--- src/rtl/lane_field_pkg.sv ---
// Lane record, screen geometry and small helpers shared by the lane field
// and the vertical scroll stage.
package lane_field_pkg;

  localparam int unsigned LANE_H    = 60;
  localparam int unsigned SCREEN_W  = 640;
  localparam int unsigned SCREEN_H  = 480;
  localparam int unsigned MOVE_AMT  = 2;
  localparam logic [15:0] LFSR_MASK = 16'hB400;

  typedef struct packed {
    logic       is_road;
    logic       dir;
    logic [1:0] speed;
    logic [9:0] car_x;
  } lane_t;

  // (a - b) modulo w, for a and b already in [0, w)
  function automatic logic [10:0] circ_dist(input logic [9:0]  a,
                                            input logic [9:0]  b,
                                            input logic [10:0] w);
    logic [10:0] d;
    if (a >= b) begin
      d = {1'b0, a} - {1'b0, b};
    end else begin
      d = {1'b0, a} + w - {1'b0, b};
    end
    return d;
  endfunction

  function automatic lane_t move_car(input lane_t l, input logic [10:0] w);
    lane_t       r;
    logic [10:0] x;
    logic [10:0] s;
    r = l;
    x = {1'b0, l.car_x};
    s = {9'd0, l.speed};
    if (l.dir) begin
      if (x + s >= w) begin
        x = x + s - w;
      end else begin
        x = x + s;
      end
    end else begin
      if (x < s) begin
        x = x + w - s;
      end else begin
        x = x - s;
      end
    end
    r.car_x = x[9:0];
    return r;
  endfunction

endpackage

--- src/rtl/lane_field_lfsr.sv ---
// Free-running 16-bit Galois LFSR that supplies the attributes of newly spawned lanes.
module lane_lfsr
  import lane_field_pkg::*;
#(
  parameter logic [15:0] SEED = 16'hACE1
) (
  input  logic        clk,
  input  logic        reset,
  output logic [15:0] state_o
);

  logic [15:0] state_q;
  logic [15:0] state_d;

  always_comb begin
    state_d = {1'b0, state_q[15:1]};
    if (state_q[0]) begin
      state_d = state_d ^ LFSR_MASK;
    end
  end

  always_ff @(posedge clk) begin
    if (reset) begin
      state_q <= SEED;
    end else begin
      state_q <= state_d;
    end
  end

  assign state_o = state_q;

endmodule

--- src/rtl/lane_field.sv ---
// Scrolling stack of grass/road lanes with moving cars: spawns lanes from an
// LFSR, renders road/car pixel flags and latches a sticky player collision.
module lane_field #(
  parameter int unsigned NUM_LANES    = 9,
  parameter int unsigned LANE_H       = lane_field_pkg::LANE_H,
  parameter int unsigned MOVE_AMT     = lane_field_pkg::MOVE_AMT,
  parameter int unsigned SCREEN_W     = lane_field_pkg::SCREEN_W,
  parameter int unsigned CAR_W        = 40,
  parameter int unsigned PLAYER_LANE  = 7,
  parameter int unsigned PLAYER_W     = 32,
  parameter int unsigned MAX_ROAD_RUN = 3,
  parameter logic [15:0] LFSR_SEED    = 16'hACE1
) (
  input  logic       clk,
  input  logic       reset,
  input  logic       move_followers,
  input  logic       frame_tick,
  input  logic [9:0] player_x,
  input  logic [9:0] pix_x,
  input  logic [9:0] pix_y,
  output logic       road_px,
  output logic       car_px,
  output logic       hit,
  output logic       lane_spawn
);

  import lane_field_pkg::*;

  localparam int unsigned OFF_W  = $clog2(LANE_H);
  localparam int unsigned OFF_SW = OFF_W + 1;
  localparam int unsigned RUN_W  = $clog2(MAX_ROAD_RUN + 1);

  localparam logic [10:0]       W11       = 11'(SCREEN_W);
  localparam logic [OFF_SW-1:0] LANE_H_S  = OFF_SW'(LANE_H);
  localparam logic [OFF_SW-1:0] MOVE_S    = OFF_SW'(MOVE_AMT);
  localparam logic [RUN_W-1:0]  RUN_LIMIT = RUN_W'(MAX_ROAD_RUN);

  lane_t lanes_q [NUM_LANES];
  lane_t lanes_d [NUM_LANES];
  lane_t moved   [NUM_LANES];
  lane_t new_lane;

  logic [OFF_W-1:0]  off_q, off_d;
  logic [OFF_SW-1:0] off_sum, off_wrap;
  logic [RUN_W-1:0]  run_q, run_d;
  logic              hit_q, spawn_q, road_q, car_q;
  logic              spawn_d, road_d, car_d, overlap;

  logic [15:0] lfsr;
  logic        unused_lfsr_bits;

  lane_lfsr #(
    .SEED(LFSR_SEED)
  ) u_lfsr (
    .clk    (clk),
    .reset  (reset),
    .state_o(lfsr)
  );

  assign unused_lfsr_bits = ^lfsr[15:14];

  always_comb begin
    new_lane         = '0;
    new_lane.is_road = (lfsr[0] | lfsr[1]) && (run_q != RUN_LIMIT);
    new_lane.dir     = lfsr[2];
    new_lane.speed   = (lfsr[4:3] == 2'd0) ? 2'd1 : lfsr[4:3];
    new_lane.car_x   = {1'b0, lfsr[13:5]};
  end

  // Motion is applied before the shift so shifted lanes carry moved cars,
  // while the freshly spawned lane takes raw LFSR values.
  always_comb begin
    moved    = lanes_q;
    lanes_d  = lanes_q;
    off_d    = off_q;
    run_d    = run_q;
    spawn_d  = 1'b0;
    off_sum  = OFF_SW'(off_q) + MOVE_S;
    off_wrap = off_sum - LANE_H_S;
    if (!hit_q) begin
      if (frame_tick) begin
        for (int unsigned i = 0; i < NUM_LANES; i++) begin
          if (lanes_q[i].is_road) begin
            moved[i] = move_car(lanes_q[i], W11);
          end
        end
      end
      lanes_d = moved;
      if (move_followers) begin
        if (off_sum >= LANE_H_S) begin
          off_d   = off_wrap[OFF_W-1:0];
          spawn_d = 1'b1;
          for (int unsigned i = 1; i < NUM_LANES; i++) begin
            lanes_d[i] = moved[i-1];
          end
          lanes_d[0] = new_lane;
          run_d      = new_lane.is_road ? run_q + 1'b1 : '0;
        end else begin
          off_d = off_sum[OFF_W-1:0];
        end
      end
    end
  end

  logic [10:0] row_t;
  logic [10:0] pix_dx;
  lane_t       sel;

  // Row-to-lane lookup as a compare chain against lane top edges.
  always_comb begin
    row_t = {1'b0, pix_y} + 11'(LANE_H) - 11'(off_q);
    sel   = '0;
    for (int unsigned k = 0; k < NUM_LANES; k++) begin
      if (row_t >= 11'(k * LANE_H)) begin
        sel = lanes_q[k];
      end
    end
    pix_dx = circ_dist(pix_x, sel.car_x, W11);
    road_d = sel.is_road && (pix_y < 10'(SCREEN_H));
    car_d  = road_d && (pix_dx < 11'(CAR_W));
  end

  lane_t       pl;
  logic [10:0] car_from_player;
  logic [10:0] player_from_car;

  // Two wrapped intervals meet exactly when one starts inside the other.
  always_comb begin
    pl              = lanes_q[PLAYER_LANE];
    car_from_player = circ_dist(pl.car_x, player_x, W11);
    player_from_car = circ_dist(player_x, pl.car_x, W11);
    overlap         = pl.is_road &&
                      ((car_from_player < 11'(PLAYER_W)) || (player_from_car < 11'(CAR_W)));
  end

  always_ff @(posedge clk) begin
    if (reset) begin
      for (int unsigned i = 0; i < NUM_LANES; i++) begin
        lanes_q[i].is_road <= (i == 1) || (i == 3) || (i == 5);
        lanes_q[i].dir     <= ((i >> 1) & 1) != 0;
        lanes_q[i].speed   <= 2'd1;
        lanes_q[i].car_x   <= 10'(i * 64);
      end
      off_q   <= '0;
      run_q   <= '0;
      hit_q   <= 1'b0;
      spawn_q <= 1'b0;
      road_q  <= 1'b0;
      car_q   <= 1'b0;
    end else begin
      lanes_q <= lanes_d;
      off_q   <= off_d;
      run_q   <= run_d;
      hit_q   <= hit_q | overlap;
      spawn_q <= spawn_d;
      road_q  <= road_d;
      car_q   <= car_d;
    end
  end

  assign road_px    = road_q;
  assign car_px     = car_q;
  assign hit        = hit_q;
  assign lane_spawn = spawn_q;

endmodule

--- config.mk ---
export PLATFORM = sky130hd
export DESIGN_NAME = lane_field
export DESIGN_NICKNAME = d
export VERILOG_FILES = /design/src/rtl/lane_field_pkg.sv /design/src/rtl/lane_field_lfsr.sv /design/src/rtl/lane_field.sv
export SDC_FILE = /design/constraint.sdc
export NUM_CORES = 1
export LEC_CHECK = 0
export CORE_ASPECT_RATIO = 1.2
export CORE_UTILIZATION = 55
export DETAILED_ROUTE_END_ITERATION = 8
export MAX_ROUTING_LAYER = met4
export PLACE_DENSITY_LB_ADDON = 0.05
export SLEW_MARGIN = 20
export SYNTH_ARGS = -nofsm -noshare
export SYNTH_HDL_FRONTEND = slang
export SYNTH_SLANG_ARGS = --single-unit
--- constraint.sdc ---
create_clock -name clk -period 9.8 [get_ports clk]
set_input_delay 2.45 -clock clk [delete_from_list [all_inputs] [get_ports clk]]
set_output_delay 2.45 -clock clk [all_outputs]
set_load 0.005 [all_outputs]
==> results.yml <==
synthesis:
  avgSynthCellArea_um2: 7.41
  seq_area_frac_synth: 0.155
  synth_edf_count: 0
  synth_cell_types: 93
  syn_area_um2: 19700
  synth_top_area_share: 0.170
  syn_nets: 3000
  synthTopCellsByCount: "nand2_1, ha_1, inv_1"
  ys_warn_count: 0
  async_flop_share: 0
  synth-seq-cells: 153
  synth_area_leaders: "ha_1, dfxtp_1, xnor2_1, a21oi_1, nand2_1"
  yosysMostFrequentCell: "nand2_1"
  yosysTopAreaCell: "ha_1"
  synth_ff_type: "dfxtp_1"
  netlist_instances: 2659
cells_and_area:
  syn2layout_area_growth_pct: 5.60
  layout-drive-gt1-share: 0.0434
  stdcell_count: 3063
  n_fill_cell: 3361
  antenna_cells: 0
  fin_nets: 2929
setup_path:
  critPathLaunchType: "primary input"
  crit-reg2reg-launch: "off_q[1]"
  worst_setup_path_end_kind: "flop"
  crit_path_start: "pix_y[2]"
  rrSetupSlack_ns: 2.94
  timing.critical_path.buf_inv: 5
  path_depth: 28
  worstPathArrival_ns: 9.14
  path_delay_family: "compound AO/OA/AOI/OAI gates"
  worst_path_max_delay_cell: "or4_1"
  r2r_cells: 26
  crit_end: "car_px"
  slowest_delay_ns: 0.51
  worst_r2r_endpoint: "car_px"
  required_ns: 10.15
  path_class: "primary input to flop"
  cp_max_fo: 10
sta:
  period_share: 0.897
  hold_violations: 0
  worst-slew-pin-transition_ns: 1.02
  setup_viol: 0
  slew_viol_final: 0
  finalCriticalPeriod_ns: 8.79
  max_slew_margin: 0.318
  finClkSkew_ns: 0.0113
  rsz0062_at_grt: "false"
  setup_tns_ns: 0
  fmax_ghz: 0.114
place:
  placed_cells: 3031
  port_buffers: 36
  gp_congestion: 0.968
  hpwl_um: 43600
power_and_ir_drop:
  p_sw_frac: 0.355
  comb_power_share: 0.305
  seqPwrFrac: 0.344
  switchingPower_uw: 681
  power_density_nw_per_um2: 92.2
  leakage_uw: 0.00851
  irDropWorstVdd_mv: 0.115
  p_clk_frac: 0.351
  intPower_uw: 1240
global_route:
  grt_usage: 0.326
  grt_overflow: 0
  antenna_found_initial: 0
  grt_max_degree: 87
  grt_pass1_vias: 17900
  grt_pass1_wl_um: 93200
cts:
  cts_max_level: 4
  clk_latency_ns: 0.46
  cts-root-buf: "clkbuf_16"
  cts.hold.buffers_added: 0
  post_cts_resized: 0
  cts_tree: "done"
  cts_setup_buffers: 0
  cts.sinks: 153
  clkTransAtPathRegs_ns: 0.07
  cts_buffers: 17
  clk_path_buf_depth: 2
drt:
  wl_per_cell_um: 18.8
  via_count: 18700
  wl_met3_um: 2490
  wl_um: 57700
  dr.pass1.iters: 7
  met2_length_um: 28300
  wl_met1_um: 24100
  drt_iter0_drc: 1538
  top_layer: "met4"
  viasPerCell: 6.11
  ant_nets: 0
  drc: 0
run_status:
  outcome: "finished clean"
worst_hold_path:
  hold_path.class: "flop to flop"
die:
  die_y_um: 209
  ios: 38
  core_um2: 35100
  dieArea_um2: 36600
  initial_core_util: 0.561
  chipWidth_um: 175
  rows: 75
job:
  max_cap_violations: 0
[area by class of cell]
type	count	area [µm²]	share of cell area
clock buffers	18	439	0.0211
well taps	462	578	0.0278
multi-input cells	2116	15200	0.729
flip-flops and latches	153	3070	0.147
clock inverters	14	140	0.00674
repair buffers	53	485	0.0233
inverters	247	927	0.0446
[power by group through the flow]
stage | combinational (µW) | clock (µW) | sequential, µW
after floorplan | 444 | 0 | 663
after global placement | 559 | 0 | 673
after detailed placement | 572 | 0 | 674
after CTS | 577 | 684 | 660
after global routing | 644 | 709 | 662
final | 584 | 674 | 660
[cell families after synthesis]
group,after synthesis,synth area share
flip-flops,153,0.155
buffers and inverters,390,0.0756
adder cells (fa/ha/maj),308,0.211
AND/OR/NAND/NOR,806,0.190
AO/OA/AOI/OAI,766,0.258
multiplexers,51,0.0267
XOR/XNOR,185,0.0834
[how the worst min path moves through the flow]
stage                        from                  to  slack (ns)  cells after the start
6_report        u_lfsr.state_o[1]   u_lfsr.state_o[0]        0.44                      1
5_1_grt        u_lfsr.state_o[15]  u_lfsr.state_o[14]        0.46                      1
4_1_cts         u_lfsr.state_o[1]   u_lfsr.state_o[0]        0.44                      1
3_5_place_dp    u_lfsr.state_o[1]   u_lfsr.state_o[0]        0.43                      1
3_3_place_gp    u_lfsr.state_o[8]   u_lfsr.state_o[7]        0.42                      1
2_1_floorplan  u_lfsr.state_o[15]  u_lfsr.state_o[14]        0.41                      1
[state kept, by name (all words and copies together) (netlist names)]
name	count
car_px	1
hit	1
lane_spawn	1
lanes_q	126
off_q	5
road_px	1
run_q	2
u_lfsr.state_o	16
[worst register-to-register path: stages, from the launching register on]
cell       delay [ns]
dfxtp_1          0.44
inv_1            0.07
ha_1             0.32
fa_1             0.51
a211oi_2         0.34
nor4b_1          0.14
or4_1            0.51
a32oi_2          0.21
buf_4            0.23
and3_1           0.39
a21oi_1          0.12
a221oi_1         0.38
a21oi_1          0.11
mux2_2           0.28
mux2i_1          0.20
nor2_1           0.07
a221oi_1         0.43
ha_1             0.28
inv_1            0.06
fa_1             0.46
nand2b_1         0.11
a21oi_1          0.05
a41o_1           0.22
nor4_1           0.38
o22ai_1          0.15
o2111ai_1        0.20
o31ai_1          0.10
[per-stage QoR]
stage          setup slack, ns  utilization  total power (µW)  cell area, µm²  hold slack [ns]
2_1_floorplan             1.87            -              1110           19700            0.414
3_3_place_gp             0.719        0.576              1230           20200            0.421
3_5_place_dp             0.621        0.576              1250           20200            0.429
4_1_cts                   1.08        0.593              1920           20800            0.445
5_1_grt                  0.642        0.593              2020           20800            0.459
6_report                  1.01        0.593              1920           20800            0.443
[metal layers]
layer / GRT usage / vias up
met5: - / -
met3: 0.0337 / 142
met4: 0.162 / 0
met2: 0.558 / 492
met1: 0.377 / 8846
li1: - / 9248
[cell usage in the layout (no fill, tap or decap), types with 28 or more instances in the layout]
| cell type | instances |
|---|---|
| nor3_1 | 36 |
| clkdlybuf4s50_1 | 35 |
| ha_1 | 267 |
| a221oi_1 | 28 |
| a31oi_1 | 47 |
| inv_1 | 246 |
| xor2_1 | 36 |
| nand3_1 | 95 |
| dfxtp_1 | 152 |
| o21ai_0 | 147 |
| mux2i_1 | 39 |
| nor2_1 | 219 |
| nand2_1 | 267 |
| a211oi_1 | 37 |
| a22oi_1 | 29 |
| o22ai_1 | 34 |
| nor2b_1 | 38 |
| nand2b_1 | 32 |
| xnor2_1 | 146 |
| a21oi_1 | 224 |
| fa_1 | 40 |
(Power assumes the default switching activity.)
==> patch 1, RTL diff (same flow settings) <==
Reset style: asynchronous (`reset`), changed in 2 clocked blocks.
--- a/src/rtl/lane_field_lfsr.sv
+++ b/src/rtl/lane_field_lfsr.sv
@@ -19,7 +19,7 @@
     end
   end
 
-  always_ff @(posedge clk) begin
+  always_ff @(posedge clk or posedge reset) begin
     if (reset) begin
       state_q <= SEED;
     end else begin
--- a/src/rtl/lane_field.sv
+++ b/src/rtl/lane_field.sv
@@ -133,7 +133,7 @@
                       ((car_from_player < 11'(PLAYER_W)) || (player_from_car < 11'(CAR_W)));
   end
 
-  always_ff @(posedge clk) begin
+  always_ff @(posedge clk or posedge reset) begin
     if (reset) begin
       for (int unsigned i = 0; i < NUM_LANES; i++) begin
         lanes_q[i].is_road <= (i == 1) || (i == 3) || (i == 5);
Function: differs if reset is asserted again (counterexample within 4 cycles, from zero or initial values and one cycle with reset high); with reset held inactive, the same outputs for 4 cycles.
==> patch 1 against the unedited design <==
- sequential share of layout area rose by 3.0 points
- area after synthesis increased by 4.9%
- sequential cell count unchanged
- critical path depth is the same
- via count rose by 3.4%
- cell count rose by 3.4%
- worst setup slack worse by 0.24 ns
- register-to-register slack got worse by 0.26 ns
- wire length is 7.0% higher
- cell area grew 5.1%
Power is left out: it rests on default switching activity, and per cell area and clock period it moved more than threefold.
==> patch 1: results (changes against the unedited design) <==
[metrics] result of the run: completed (unchanged)
[metrics] DRT met1 WL: 25,600 µm (was 24,100 µm)
[metrics] filler instances: 3,461 (was 3,361)
[metrics] reg2reg path depth: 28 (was 26)
[metrics] vias per inst: 6.12 (was 6.11)
[metrics] prevailing post-synth register cell: sky130_fd_sc_hd__dfrtp_1 (was sky130_fd_sc_hd__dfxtp_1)
[metrics] DR WL met2: 31,400 µm (was 28,300 µm)
[metrics] top area cells in the synthesized netlist: sky130_fd_sc_hd__ha_1 16%, sky130_fd_sc_hd__dfrtp_1 14%, sky130_fd_sc_hd__nand2_1 6.2% (was sky130_fd_sc_hd__ha_1 17%, sky130_fd_sc_hd__dfxtp_1 16%, sky130_fd_sc_hd__xnor2_1 6.5%)
[metrics] met2 layer usage reported by global route: 0.584 (was 0.558)
[metrics] global-route wire length before repair: 99,300 µm (was 93,200 µm)
[metrics] final weighted congestion in routability-driven placement: 0.923 (was 0.968)
[metrics] pin count of the biggest net entering global routing: 96 (was 87)
[metrics] hpwl dp: 47,400 µm (was 43,600 µm)
[metrics] aggregate global-route resource usage: 0.337 (was 0.326)
[metrics] Hold Path Depth: 0 (was 1)
[metrics] drt initial violations: 1,454 (was 1,538)
[metrics] met1 demand-to-capacity share in global routing: 0.390 (was 0.377)
[metrics] setup slack of the worst register-to-register path: 2.68 ns (was 2.94 ns)
[metrics] final-stage net count: 3,021 (was 2,929)
[metrics] smallest hold slack: 0.367 ns (was 0.443 ns)
[metrics] vias after detailed routing: 19,400 (was 18,700)
[metrics] Tightest Pin Transition: 1.11 ns (was 1.02 ns)
[metrics] routed len/inst: 19.5 µm (was 18.8 µm)
[metrics] CP Data Arrival Time: 9.44 ns (was 9.14 ns)
[metrics] Yosys cell types: 97 (was 93)
## patch 1: cell types whose count changed in the layout (fill, tap and decap cells not counted), sizes merged, moves of 33 or more
cell,change
dfxtp,-153
dfrtp,+116
nand2,+73
o21ai,+55
dfstp,+37
nor3,+33
## patch 1: cell families (layout without fill, tap and decap cells)
family | count (synthesis) | after routing | synth area share
AOI/OAI and AO/OA | 748 | 748 | 0.227
buffers and inverters | 385 | 336 | 0.0712
DFF | 153 | 153 | 0.187
adders and majority gates | 309 | 309 | 0.201
muxes | 76 | 76 | 0.0378
xor gates and xnor gates | 180 | 180 | 0.0763
and+or+nand+nor | 891 | 891 | 0.199
## patch 1: critical path: stages
cell and delay [ns]:
sky130_fd_sc_hd__clkdlybuf4s50_1 0.40, sky130_fd_sc_hd__ha_1 0.37, sky130_fd_sc_hd__fa_1 0.53, sky130_fd_sc_hd__a211oi_4 0.37, sky130_fd_sc_hd__nor4bb_1 0.13, sky130_fd_sc_hd__or4_4 0.50, sky130_fd_sc_hd__a32oi_2 0.22, sky130_fd_sc_hd__nand3_1 0.50
sky130_fd_sc_hd__buf_4 0.36, sky130_fd_sc_hd__mux2i_1 0.17, sky130_fd_sc_hd__a21oi_1 0.23, sky130_fd_sc_hd__a221oi_1 0.12, sky130_fd_sc_hd__o311ai_0 0.57, sky130_fd_sc_hd__o21ai_0 0.19, sky130_fd_sc_hd__nor2_1 0.22, sky130_fd_sc_hd__a21oi_1 0.11
sky130_fd_sc_hd__o21ai_0 0.30, sky130_fd_sc_hd__buf_4 0.20, sky130_fd_sc_hd__ha_1 0.21, sky130_fd_sc_hd__a21oi_1 0.09, sky130_fd_sc_hd__nor2_1 0.09, sky130_fd_sc_hd__nor2_1 0.04, sky130_fd_sc_hd__nor2_1 0.12, sky130_fd_sc_hd__nor2_1 0.08
sky130_fd_sc_hd__a2111oi_0 0.36, sky130_fd_sc_hd__nand2_1 0.12, sky130_fd_sc_hd__nor4_2 0.24, sky130_fd_sc_hd__a41o_1 0.14
## patch 1: how the worst max path moves through the flow
stage / slack (ns) / start / endpoint
floorplan: 1.74 / pix_y[1] / car_px$_DFF_PP0_
global placement: 0.38 / pix_y[2] / car_px$_DFF_PP0_
detailed placement: 0.36 / pix_y[1] / car_px$_DFF_PP0_
CTS: 0.84 / pix_y[1] / car_px$_DFF_PP0_
global route: 0.40 / pix_y[2] / car_px$_DFF_PP0_
finish: 0.77 / pix_y[1] / car_px$_DFF_PP0_
## patch 1: layout make-up
type                       instances  share of cell area
multi-input combinational       2204               0.701
sequential                       153               0.177
tap                              474              0.0271
clock buffer                      18              0.0201
timing repair buffer              60              0.0247
clock inverter                    14             0.00715
inverter                         244              0.0421
==> patch 2, RTL diff (same flow settings) <==
Without the edit above. Change the parameter `MAX_ROAD_RUN` from 3 to 2.
--- a/src/rtl/lane_field.sv
+++ b/src/rtl/lane_field.sv
@@ -8,7 +8,7 @@
   parameter int unsigned CAR_W        = 40,
   parameter int unsigned PLAYER_LANE  = 7,
   parameter int unsigned PLAYER_W     = 32,
-  parameter int unsigned MAX_ROAD_RUN = 3,
+  parameter int unsigned MAX_ROAD_RUN = 2,
   parameter logic [15:0] LFSR_SEED    = 16'hACE1
 ) (
   input  logic       clk,
Formal check against the unedited RTL: no difference found for any inputs over 4 cycles, from zero or initial values and one cycle with reset high; that may be too few to reach the edited logic, so the function may still have changed.
==> patch 2 against the unedited design <==
- register-to-register slack lost 0.25 ns
- area after synthesis shrank 0.27%
- total power rose by 1.1%
- sequential cell count did not move
- wire length hardly changed
- critical endpoint unchanged
- cell area about the same
- count of clock-buffer cells in the layout down 1
- fmax is 2.7% lower
- worst setup slack got worse by 0.25 ns
- synthesized cell count up 0.60%
- sequential share of layout area about the same
==> patch 2: results (changes against the unedited design) <==
[metrics] setup slack of the worst register-to-register path: 2.69 ns (was 2.94 ns)
[metrics] hold path endpoint: u_lfsr.state_o[11]$_SDFF_PP1_ (was u_lfsr.state_o[0]$_SDFF_PP1_)
[metrics] final setup skew: 0.00894 ns (was 0.0113 ns)
[metrics] share of post-route cells with drive strength above 1: 0.0444 (was 0.0434)
[metrics] Num CTS Buffers: 17 (unchanged)
[metrics] Clk pin slew, worst setup/hold paths: ~0.080 ns
[metrics] pin count of the biggest net entering global routing: 91 (was 87)
[metrics] Static Leakage: 8.30 nW (was 8.51 nW)
[metrics] detailed-route wire length: 57,800 µm (was 57,700 µm)
[metrics] Switching Share: 0.366 (was 0.355)
[metrics] CP Data Arrival Time: 9.42 ns (was 9.14 ns)
[metrics] synthesized netlist cell count: 2,675 (was 2,659)
[metrics] drt initial violations: 1,488 (was 1,538)
[metrics] aggregate global-route resource usage: 0.326 (about the same)
[metrics] # H-tree levels: 4 (unchanged)
[metrics] final weighted congestion in routability-driven placement: 0.943 (was 0.968)
[metrics] Max stage delay on crit path: 0.56 ns (was 0.51 ns)
[metrics] peak supply drop: 0.125 mV (was 0.115 mV)
[metrics] Pre-antenna DRT Iters: 6 (was 7)
[metrics] count of non-filler cells in the finished layout: 3,076 (was 3,063)
[metrics] Max Fanout on Critical Path: 7 (was 10)
[metrics] area post-placement: 0.0202 mm² (about the same)
[metrics] sequential cell area fraction in the yosys report: 0.156 (was 0.155)
[metrics] filler instances: 3,346 (was 3,361)
[metrics] hpwl dp: 44,100 µm (was 43,600 µm)
[metrics] clock latency on the worst-skew pair: between 0.4 and 0.5 ns
[metrics] reg2reg path depth: 25 (was 26)
[metrics] vias in the first global route: 17,800 (was 17,900)
[metrics] worst slack at placement: 0.360 ns (was 0.621 ns)
[metrics] headroom to the max-slew limit: 0.358 (was 0.318)
[metrics] Yosys cell types: 91 (was 93)
[metrics] hold path startpoint: u_lfsr.state_o[12]$_SDFF_PP0_ (was u_lfsr.state_o[1]$_SDFF_PP0_)
[metrics] top area cells in the synthesized netlist: sky130_fd_sc_hd__ha_1 17%, sky130_fd_sc_hd__dfxtp_1 16%, sky130_fd_sc_hd__xnor2_1 7.1% (was sky130_fd_sc_hd__ha_1 17%, sky130_fd_sc_hd__dfxtp_1 16%, sky130_fd_sc_hd__xnor2_1 6.5%)
[metrics] list of most frequent post-synthesis cells: 278 x sky130_fd_sc_hd__nand2_1, 267 x sky130_fd_sc_hd__ha_1, 255 x sky130_fd_sc_hd__inv_1 (was 268 x sky130_fd_sc_hd__nand2_1, 267 x sky130_fd_sc_hd__ha_1, 246 x sky130_fd_sc_hd__inv_1)
[metrics] post-route design area: 0.0208 mm² (about the same)
[metrics] global-route wire length before repair: 93,600 µm (was 93,200 µm)
[metrics] result of the run: completed (unchanged)
[metrics] final-stage net count: 2,942 (was 2,929)
[metrics] vias per inst: 6.08 (was 6.11)
[metrics] dpl cells: 3,043 (was 3,031)
[metrics] critical path's slowest cell: sky130_fd_sc_hd__a311oi_1 (was sky130_fd_sc_hd__or4_1)
==> patch 2: cell count changes in the layout (fill, tap and decap cells not counted), sizes merged, moves of 10 or more <==
cell	before	now
a211oi	39	63
a221oi	29	14
nand2b	32	18
a21o	17	7
nor2b	38	26
nand3	95	83
inv	251	261
xnor2	148	160
nor2	219	245
==> patch 2: layout make-up <==
class | instances | area share
well taps | 462 | 0.0278
flip-flops and latches | 153 | 0.147
repair buffers | 56 | 0.0250
clock buffers | 17 | 0.0204
clock inverters | 15 | 0.00962
multi-input cells | 2117 | 0.724
inverters | 256 | 0.0462
==> patch 2: cells by family after synthesis <==
group / Yosys count / synth area share
compound gates: 756 / 0.254
xor+xnor: 200 / 0.0891
fa+ha+maj: 308 / 0.211
buf+inv: 405 / 0.0789
flops: 153 / 0.156
mux: 45 / 0.0237
simple gates: 808 / 0.187
==> patch 2: per-stage QoR <==
stage	total power, mW	hold slack, ns
final	1.94	0.440
after global routing	2.03	0.458
after CTS	1.94	0.441
after detailed placement	1.25	0.426
after global placement	1.23	0.419
after floorplan	1.11	0.414
==> patch 2: worst max path at each step <==
stage	from	end	slack (ns)	cells past startpoint
after floorplan	pix_y[1]	car_px$_SDFF_PP0_	1.73	27
after global placement	pix_y[2]	car_px$_SDFF_PP0_	0.49	27
after detailed placement	pix_y[2]	car_px$_SDFF_PP0_	0.36	27
after CTS	pix_y[1]	car_px$_SDFF_PP0_	0.82	25
after global routing	pix_y[2]	car_px$_SDFF_PP0_	0.33	27
final	pix_y[2]	car_px$_SDFF_PP0_	0.76	27
==> patch 2: power by group through the flow <==
stage | sequential, mW | combinational, mW | clock, mW
3_3_place_gp | 0.672 | 0.563 | 0
4_1_cts | 0.657 | 0.580 | 0.700
5_1_grt | 0.660 | 0.647 | 0.725
2_1_floorplan | 0.664 | 0.446 | 0
3_5_place_dp | 0.672 | 0.576 | 0
6_report | 0.658 | 0.584 | 0.697
==> patch 2: per-layer routing <==
metal	GRT usage	vias up	wire, µm	share of wire
li1	-	9243	-	-
met1	0.379	8793	23900	0.41
met2	0.567	516	28500	0.49
met3	0.0280	137	2690	0.047
met4	0.153	0	2610	0.045
met5	-	-	0	0
